### config.mk
export PLATFORM = sky130hd
export DESIGN_NAME = imem_port_arbiter
export DESIGN_NICKNAME = d
export VERILOG_FILES = /design/src/rtl/imem_port_arbiter.sv
export SDC_FILE = /design/constraint.sdc
export NUM_CORES = 1
export LEC_CHECK = 0
export ABC_AREA = 1
export BUFFER_PORTS_ARGS = -buffer_cell sky130_fd_sc_hd__buf_2
export CORE_AREA = 2 2 84 86
export CTS_CLUSTER_SIZE = 10
export DETAILED_ROUTE_END_ITERATION = 7
export DIE_AREA = 0 0 86 88
export SYNTH_ARGS = -nofsm -noshare
export SYNTH_HDL_FRONTEND = slang
export SYNTH_SLANG_ARGS = --single-unit
export TNS_END_PERCENT = 30
### constraint.sdc
create_clock -name clock -period 1.22 [get_ports clock]
set_input_delay 0.244 -clock clock [delete_from_list [all_inputs] [get_ports clock]]
set_output_delay 0.244 -clock clock [all_outputs]
set_load 0.05 [all_outputs]
### src/rtl/imem_port_arbiter.sv
// Shares the single instruction-BRAM port between CPU fetch (read-only) and the loader (read/write).
// Optional macro IMEM_ARB_RR_EN: round-robin tie-break in S_FETCH instead of fixed loader priority.
module imem_port_arbiter #(
  parameter int unsigned ADDR_W = 16,
  parameter int unsigned DATA_W = 32,
  parameter int unsigned RD_LAT = 1
) (
  input  logic              clock,
  input  logic              reset,
  input  logic              f_req,
  input  logic [ADDR_W-1:0] f_addr,
  output logic              f_gnt,
  output logic              f_rvalid,
  output logic [DATA_W-1:0] f_rdata,
  input  logic              l_req,
  input  logic              l_we,
  input  logic              l_lock,
  input  logic [ADDR_W-1:0] l_addr,
  input  logic [DATA_W-1:0] l_wdata,
  output logic              l_gnt,
  output logic              l_rvalid,
  output logic [DATA_W-1:0] l_rdata,
  output logic [ADDR_W-1:0] mem_address,
  output logic [DATA_W-1:0] mem_data,
  output logic              mem_wren,
  input  logic [DATA_W-1:0] mem_q
);

  localparam int unsigned TAG_W = 2;

  typedef enum logic {
    S_FETCH = 1'b0,
    S_LOAD  = 1'b1
  } state_t;

  state_t                       state_q;
  logic   [TAG_W-1:0]           tag_q [RD_LAT];
  logic   [TAG_W-1:0]           tag_d;
  logic   [TAG_W-1:0]           tag_out;
  logic                         l_win;
  logic                         f_win;
  logic                         tie_to_loader;

`ifdef IMEM_ARB_RR_EN
  logic last_fetch_q;

  // Tie goes to whoever was not granted most recently; starts as if fetch won last.
  assign tie_to_loader = last_fetch_q;

  always_ff @(posedge clock) begin
    if (reset) begin
      last_fetch_q <= 1'b1;
    end else if (l_gnt) begin
      last_fetch_q <= 1'b0;
    end else if (f_gnt) begin
      last_fetch_q <= 1'b1;
    end
  end
`else
  assign tie_to_loader = 1'b1;
`endif

  // Per-cycle arbitration; a locked port only ever serves the loader.
  always_comb begin
    l_win = 1'b0;
    f_win = 1'b0;
    if (state_q == S_LOAD) begin
      l_win = l_req;
    end else begin
      if (l_req && f_req) begin
        l_win = tie_to_loader;
      end else begin
        l_win = l_req;
      end
      f_win = f_req & ~l_win;
    end
  end

  assign l_gnt = ~reset & l_win;
  assign f_gnt = ~reset & f_win;

  assign mem_address = l_gnt ? l_addr  : f_addr;
  assign mem_data    = l_gnt ? l_wdata : DATA_W'(0);
  assign mem_wren    = l_gnt & l_we;

  // Tag is {valid, owner_is_loader}; writes enter as invalid.
  assign tag_d   = {(f_gnt | (l_gnt & ~l_we)), l_gnt};
  assign tag_out = tag_q[RD_LAT-1];

  always_ff @(posedge clock) begin
    if (reset) begin
      state_q <= S_FETCH;
      for (int i = 0; i < int'(RD_LAT); i++) begin
        tag_q[i] <= TAG_W'(0);
      end
    end else begin
      case (state_q)
        S_FETCH: state_q <= l_lock ? S_LOAD : S_FETCH;
        S_LOAD:  state_q <= l_lock ? S_LOAD : S_FETCH;
        default: state_q <= S_FETCH;
      endcase
      tag_q[0] <= tag_d;
      for (int i = 1; i < int'(RD_LAT); i++) begin
        tag_q[i] <= tag_q[i-1];
      end
    end
  end

  assign f_rvalid = ~reset & tag_out[1] & ~tag_out[0];
  assign l_rvalid = ~reset & tag_out[1] &  tag_out[0];
  assign f_rdata  = f_rvalid ? mem_q : DATA_W'(0);
  assign l_rdata  = l_rvalid ? mem_q : DATA_W'(0);

endmodule
==> impl_results.md, run 1 <==
- Hold path depth: 3
- Syn_nets: 348
- Setup TNS: -12740 ps
- Post-DP HPWL: 4.19 mm
- Maximum VDD drop: 0.279 mV
- Via count: 2118
- Hold_sp: l_lock
- #FFs+latches synth: 3
- Cell Pwr Density: 482 nW/um2
- Worst hold slack: 244 ps
- FP Rows: 30
- Via density: 3.89
- Critical R2R Launch: state_q
- RSZ-0062 raised after global routing: yes
- Layout cells sized above 1: 72.0%
- Remaining DRCs: 0
- Setup violators final: 113
- Critical Path Sink Type: output port
- Post-CTS Setup Bufs: 0
- Crit Path Class: flop to output port
- Slowest stage cell, crit path: dfxtp_2
- R2R Setup Slk: 530 ps
- Initial antenna violation count: 0
- R2R cell count: 4
- Mux share of post-synthesis cell area: 0%
- Mapped Area: 1080 um2
- Number of port buffers: 218
- DIE WIDTH: 86 um
- Hold EP: state_q
- Final Max Tran Viols: 0
- Vias in the first global route: 2110
- Synth top area cells: nor2_1 (35%), inv_1 (25%), nand2_1 (12%)
- Sequential area share after synthesis: 5.56%
- Die height: 88 um
- Critical path cell sequence: inv_2 -> nand3_4 -> buf_12 -> nor2_1 -> buf_6
- Startpoint types: flop
- CTS Sinks: 3
- First-pass GRT wire length: 9.07 mm
- Detailed Routing Iterations Pass 1: 4
- IO Count: 219
- ANT nets after route: 0
- Worst hold-check path type: input port to flop
- Fill count: 621
- Run status: complete, but fails checks
- DIE AREA: 7570 um2
- PnR worst setup slack: -245 ps
- Wire length per cell: 10.8 um
- Avg Cell Area, Syn: 4.39 um2
- Cells after Synth: 246
- Pleak: 2.00 nW
- Post-Route WL: 5.86 mm
- Ys Warns: 0
- Top cell type's share of synthesized area: 34.8%
- Max Fclk: 0.682 GHz
- CTS tree: yes
- Largest family of logic cells by synthesized area: simple AND/OR/NAND/NOR gates
- CTS Buf Count: 3
- Post-Synth Simple-Gate Area: 57.6%
- Arrival time of the worst setup path: 1220 ps
- Adder-cell share of the synthesized area: 0%
- Routability congestion estimate: 0.778
- Total gr overflow: 0
- Post-synth cell types: 11
- Reg2reg end: tag_q[0][1]
- Final period util: 120%
- CP max stage delay: 320 ps
- GRT Util Overall: 14.7%
- Antenna diode count: 0
- Worst-Skew Late Latency: 210 ps
- Root buffer cell: clkbuf_8
- Violated checks: negative setup slack
- CP max FO: 17
- Area leader, netlist: nor2_1
- Synth Area in Compound Gates: 0%
- Core area: 6640 um2
- Clock Path Buffers: 2
- Max-cap violations: 0
- Worst path required time: 980 ps
- Largest net degree at the start of global routing: 33
- Layout area overhead: 211%
- Fin crit period: 1470 ps
- Clock slew at reported path FFs: 30 ps
- Post-synthesis xor/xnor area fraction: 0%
- Endpoints failing hold: 0
- Worst slew margin: 84.4%
- Initial core utilization: 16.3%
- Layout Nets: 568
- Initial DRC count: 28
- CTS H-tree lvls: 1
- Worst Max-Slew Pin Slew: 234 ps
- Clk_skew: 0.000527 ps
[cells in the mapped netlist]
cell type and instances:
nand2_4 1, nand2_1 34, nand3_1 18, buf_4 3, inv_2 1, buf_6 6, dfxtp_1 3, inv_1 73
nand3_4 1, buf_2 6, nor2_1 100
[worst max-delay path: cells and delay by family (launching register included)]
kind	cells	cell delay (ps)
buffers and inverters	3	420
flip-flops	1	320
AND/OR/NAND/NOR	2	250
[sequential cells by signal (all words and copies together), names as in the netlist]
signal,count
tag_q,2
state_q,1
[worst max-delay path by stage]
stage	start	endpoint	slack [ps]	cells past startpoint
floorplan	tag_q[0][1]	f_rdata[0]	-200	2
global placement	reset	mem_data[28]	-160	6
detailed placement	reset	f_rdata[13]	-160	6
CTS	tag_q[0][0]	f_rdata[31]	-220	5
global route	tag_q[0][0]	f_rdata[31]	-280	5
finish	tag_q[0][0]	f_rdata[31]	-250	5
[area by class of cell]
class	count	area [um2]	share of cell area, %
Sequential cell	3	65.1	1.94
Multi-Input combinational cell	154	927	27.6
Timing Repair Buffer	230	1940	57.7
Clock buffer	4	45.0	1.34
Tap cell	80	100	2.98
Inverter	74	280	8.36
[cell usage in the layout (no fill, tap or decap)]
master / Yosys / final
nor2_2: 0 / 84
inv_2: 1 / 1
nand2_4: 1 / 1
buf_6: 6 / 94
clkbuf_8: 0 / 3
clkbuf_1: 0 / 1
buf_4: 3 / 24
nor2_4: 0 / 11
dfxtp_1: 3 / 1
dfxtp_2: 0 / 1
dfxtp_4: 0 / 1
nand3_1: 18 / 17
inv_4: 0 / 1
inv_1: 73 / 72
nor2_1: 100 / 5
nand3_4: 1 / 2
buf_8: 0 / 7
buf_2: 6 / 101
buf_16: 0 / 1
nand2_1: 34 / 34
buf_12: 0 / 3
[timing repair]
item                                    in CTS  in global routing
resized for setup                          222                 17
cloned                                       1                  0
pin swaps                                    0                  0
endpoints found under the setup margin     117                116
hold buffers                                 0                  0
[stage by stage]
step	total power, mW	instances	utilization [%]	setup slack [ps]	cell area, um2
final	1.62	545	50.5	-245	3350
after global placement	1.14	540	38.3	-160	2540
after CTS	1.61	545	49.5	-217	3290
after global routing	1.72	545	50.5	-283	3350
after detailed placement	1.15	540	38.3	-163	2540
after floorplan	0.847	246	-	-205	1350
[layer usage]
layer  share of wire, %  vias to the layer above  global-route usage [%]
li1                   -                     1105                       -
met3                 11                        4                    4.71
met2                 54                      133                    28.6
met5                  0                        -                       0
met1                 34                      876                    14.1
met4                1.3                        0                    5.92
[cells by family after synthesis]
group | count (synthesis)
buf+inv | 89
simple gates | 154
flops | 3
[power breakdown]
group	switching (mW)	leakage [nW]	internal (mW)
clock	0.0644	0.0228	0.223
sequential	0.00563	0.0259	0.105
combinational	0.784	1.95	0.437
(Power assumes the default switching activity.)
==> run 2, diff against run 1 <==
Settings changed: GPL_TIMING_DRIVEN set to 0, TNS_END_PERCENT 30 to not set.
==> impl_results.md, run 2 (same netlist as run 1, synthesis figures left out) <==
- Post-DP HPWL: 4.72 mm
- CP max FO: 5
- Place WS: -369 ps
- Clk_skew: 0.586 ps
- Area after DPL: 2880 um2
- Clock Path Buffers: 2
- Most common cell after layout, fill and taps aside: buf_2
- Most frequent cells in the layout: buf_2 (99), nor2_4 (88), buf_6 (85), inv_1 (69), buf_8 (41)
- CTS Buf Count: 3
- Max Fclk: 0.660 GHz
- Worst-Skew Late Latency: 210 ps
- Largest net degree at the start of global routing: 12
- Routability congestion estimate: 0.724
- RSZ-0062 raised after global routing: yes
- Violated checks: negative setup slack
- Final Max Tran Viols: 0
- DIE AREA: 7570 um2
- Antenna diode count: 0
- Cell Pwr Density: 442 nW/um2
- GRT Util Overall: 18.5%
- Fin crit period: 1510 ps
- Layout cells sized above 1: 81.5%
- Crit Path Class: flop to output port
- Remaining DRCs: 0
- ANT nets after route: 0
- Initial core utilization: 16.3%
- Worst Max-Slew Pin Slew: 211 ps
- Worst hold-check path type: input port to flop
- Arrival time of the worst setup path: 1270 ps
- Pleak: 2.44 nW
- Hold_sp: l_lock
- Max-cap violations: 0
- Detailed Routing Iterations Pass 1: 4
- Layout Nets: 601
- Worst hold slack: 287 ps
- Util after Layout: 72.2%
- Initial antenna violation count: 0
- PnR worst setup slack: -294 ps
- Post-Route WL: 8.05 mm
- R2R cell count: 3
- CTS Sinks: 3
- Worst slew margin: 85.9%
- Final Total Pwr: 2.12 mW
- Hold EP: state_q
- FP Rows: 30
- Worst path required time: 980 ps
- Setup violators final: 115
- IO Count: 219
- Critical Path Sink Type: output port
- Number of port buffers: 217
- Via density: 4.24
- Clock slew at reported path FFs: 30 ps
- Layout Cells excl Fill: 578
- Startpoint types: flop
- Largest Register: tag_q
- Root buffer cell: clkbuf_8
- Largest registers: tag_q x2, state_q x1
- Reg2reg end: tag_q[0][1]
- Vias in the first global route: 2397
- Die height: 88 um
- DIE WIDTH: 86 um
- Placed insts: 543
- R2R Setup Slk: 640 ps
- Final period util: 124%
- Hold path depth: 3
- Layout Cell Area excl Fill: 4800 um2
- Hold-fix buffers, CTS: 0
- Via count: 2449
- Setup TNS: -21510 ps
- Run status: complete, but fails checks
- Maximum VDD drop: 0.358 mV
- Max reg flops: 2
- Initial DRC count: 36
- Wire length per cell: 13.9 um
- CTS H-tree lvls: 1
- Layout area overhead: 344%
- Total gr overflow: 0
- Core area: 6640 um2
- CTS tree: yes
- Endpoints failing hold: 0
- First-pass GRT wire length: 11.3 mm
- Critical R2R Launch: state_q
-- run 2: routing by layer --
layer	GRT usage [%]	vias up	wire, um
li1	-	1187	-
met5	0	-	0
met3	5.28	4	656
met2	37.8	132	4780
met1	18.3	1126	2570
met4	3.61	0	36
-- run 2: worst max-delay path, cell delays in order (launching register included) --
cell       delay (ps)
dfxtp_2           330
inv_2              70
nand3_4            80
buf_12            150
clkbuf_16         160
nor2_2            110
buf_6             170
-- run 2: where the power goes --
group,total (mW),switching [mW],internal [mW]
clock,0.286,0.0631,0.223
combinational,1.73,1.00,0.725
sequential,0.111,0.00596,0.105
total,2.12,1.07,1.05
-- run 2: cell type report --
class | count | area, um2
repair buffers | 247 | 2480
clock buffers | 4 | 45.0
inverters | 74 | 304
fillers | 445 | 1850
flip-flops and latches | 3 | 65.1
plain buffers | 15 | 262
multi-input cells | 155 | 1540
well taps | 80 | 100
-- run 2: worst max path at each step --
stage	slack (ps)	to	from
global route	-320	f_rdata[9]	tag_q[0][0]
finish	-290	f_rdata[9]	tag_q[0][0]
global placement	-370	f_rdata[11]	reset
floorplan	-200	f_rdata[0]	tag_q[0][1]
CTS	-250	f_rdata[19]	tag_q[0][0]
detailed placement	-370	f_rdata[19]	reset
-- run 2: timing repair --
item	in CTS	in global routing
setup buffers	15	4
endpoints found under the setup margin	116	117
gates resized for setup	339	78
pin swaps	6	7
cloned	10	3
==> run 3, diff against run 2 <==
Settings changed: PLACE_DENSITY_LB_ADDON set to 0.15.
==> impl_results.md, run 3 (same netlist as run 1, synthesis figures left out) <==
- Critical R2R Launch: state_q
- Largest Register: tag_q
- Area after DPL: 2880 um2
- CTS H-tree lvls: 1
- GRT Util Overall: 17.9%
- Fin crit period: 1440 ps
- Total gr overflow: 0
- Largest net degree at the start of global routing: 12
- Root buffer cell: clkbuf_8
- Top Family by Delay on Critical Path: buffers and inverters
- Die height: 88 um
- Place WS: -410 ps
- Endpoints failing hold: 0
- CP max FO: 10
- Clock slew at reported path FFs: 30 ps
- Layout area overhead: 307%
- Worst hold-check path type: input port to flop
- RSZ-0062 raised after global routing: yes
- CP most frequent cell: buf_6
- Layout Cell Area excl Fill: 4390 um2
- Final Max Tran Viols: 0
- Antenna diode count: 0
- Startpoint types: flop
- CTS tree: yes
- First-pass GRT wire length: 10.9 mm
- Slowest stage cell, crit path: dfxtp_2
- ANT nets after route: 0
- Worst path required time: 980 ps
- Worst hold slack: 246 ps
- Hold-fix buffers, CTS: 0
- Maximum VDD drop: 0.378 mV
- Violated checks: negative setup slack
- Routability congestion estimate: 0.778
- CP startpoint: tag_q[0][0]
- Post-Route WL: 7.54 mm
- Setup violators final: 117
- DIE WIDTH: 86 um
- Hold_sp: l_lock
- Pleak: 2.30 nW
- IO Count: 219
- CTS Buf Count: 3
- Initial antenna violation count: 0
- Cell Pwr Density: 461 nW/um2
- Fill count: 523
- Final period util: 118%
- Via density: 4.20
- Max-cap violations: 0
- Clock Path Buffers: 2
- Critical Path Sink Type: output port
- Worst-Skew Late Latency: 220 ps
- Run status: complete, but fails checks
- CP max stage delay: 320 ps
- Detailed Routing Iterations Pass 1: 4
- Clk_skew: 0.0198 ps
- Vias in the first global route: 2421
- DIE AREA: 7570 um2
- Number of port buffers: 217
- Critical path cell sequence: inv_2 -> nand3_4 -> buf_6 -> nor2_2 -> buf_6
- Setup TNS: -18390 ps
- Crit Path Class: flop to output port
- Layout cells sized above 1: 82.3%
- Remaining DRCs: 0
- Worst Max-Slew Pin Slew: 220 ps
- Worst slew margin: 85.3%
- Layout Nets: 590
- Initial DRC count: 16
- Util after Layout: 66.1%
- Via count: 2379
- CTS Sinks: 3
- Core area: 6640 um2
- PnR worst setup slack: -224 ps
- Arrival time of the worst setup path: 1200 ps
- FP Rows: 30
- CP Buf/Inv Count: 3
- Most frequent cells in the layout: buf_6 (99), buf_2 (99), inv_1 (71), nor2_4 (66), buf_8 (32)
- Post-DP HPWL: 4.83 mm
- Initial core utilization: 16.3%
- Wire length per cell: 13.3 um
- Max reg flops: 2
- Max Fclk: 0.693 GHz
- Largest registers: tag_q x2, state_q x1
-- run 3: metal layers --
metal / part of all wire (%) / GRT usage, %
met4: 1.8 / 3.90
met1: 29 / 16.9
met2: 60 / 37.6
met3: 9.4 / 4.81
met5: 0 / 0
-- run 3: tightest hold or removal path: stages --
cell and delay, ps:
buf_2 100, inv_1 40, nor2_1 30
-- run 3: area by class of cell --
class                           count  area [um2]  area share, %
Tap cell                           80         100           2.28
Clock buffer                        4        45.0           1.03
Sequential cell                     3        65.1           1.48
Inverter                           74         284           6.46
Multi-Input combinational cell    155        1480           33.8
Timing Repair Buffer              237        2190           49.9
Buffer                             14         221           5.04
-- run 3: report_power, final --
part	leakage [nW]	switching (mW)	internal, mW
Clock	0.0228	0.0700	0.223
Combinational	2.25	0.968	0.655
Sequential	0.0259	0.00548	0.105
Total	2.30	1.04	0.983
-- run 3: path summary, 6_finish.rpt --
kind,end,slack (ps),cells after the start
worst max-delay path,f_rdata[20],-220,5
worst min-delay path,state_q,250,3
worst max register to register,tag_q[0][1],640,3
worst min register to register,tag_q[0][1],500,3
-- run 3: per-stage QoR --
step,total power [mW],cells
3_3_place_gp,1.25,543
2_1_floorplan,0.945,246
4_1_cts,1.97,565
6_report,2.03,567
3_5_place_dp,1.25,543
5_1_grt,2.12,567
-- run 3: repair_timing --
item / CTS / global route
cloned: 6 / 1
resized for setup: 306 / 71
buffers inserted: 12 / 8
hold endpoints to repair: 0 / 0
pin swaps: 11 / 14
setup endpoints to repair: 116 / 117
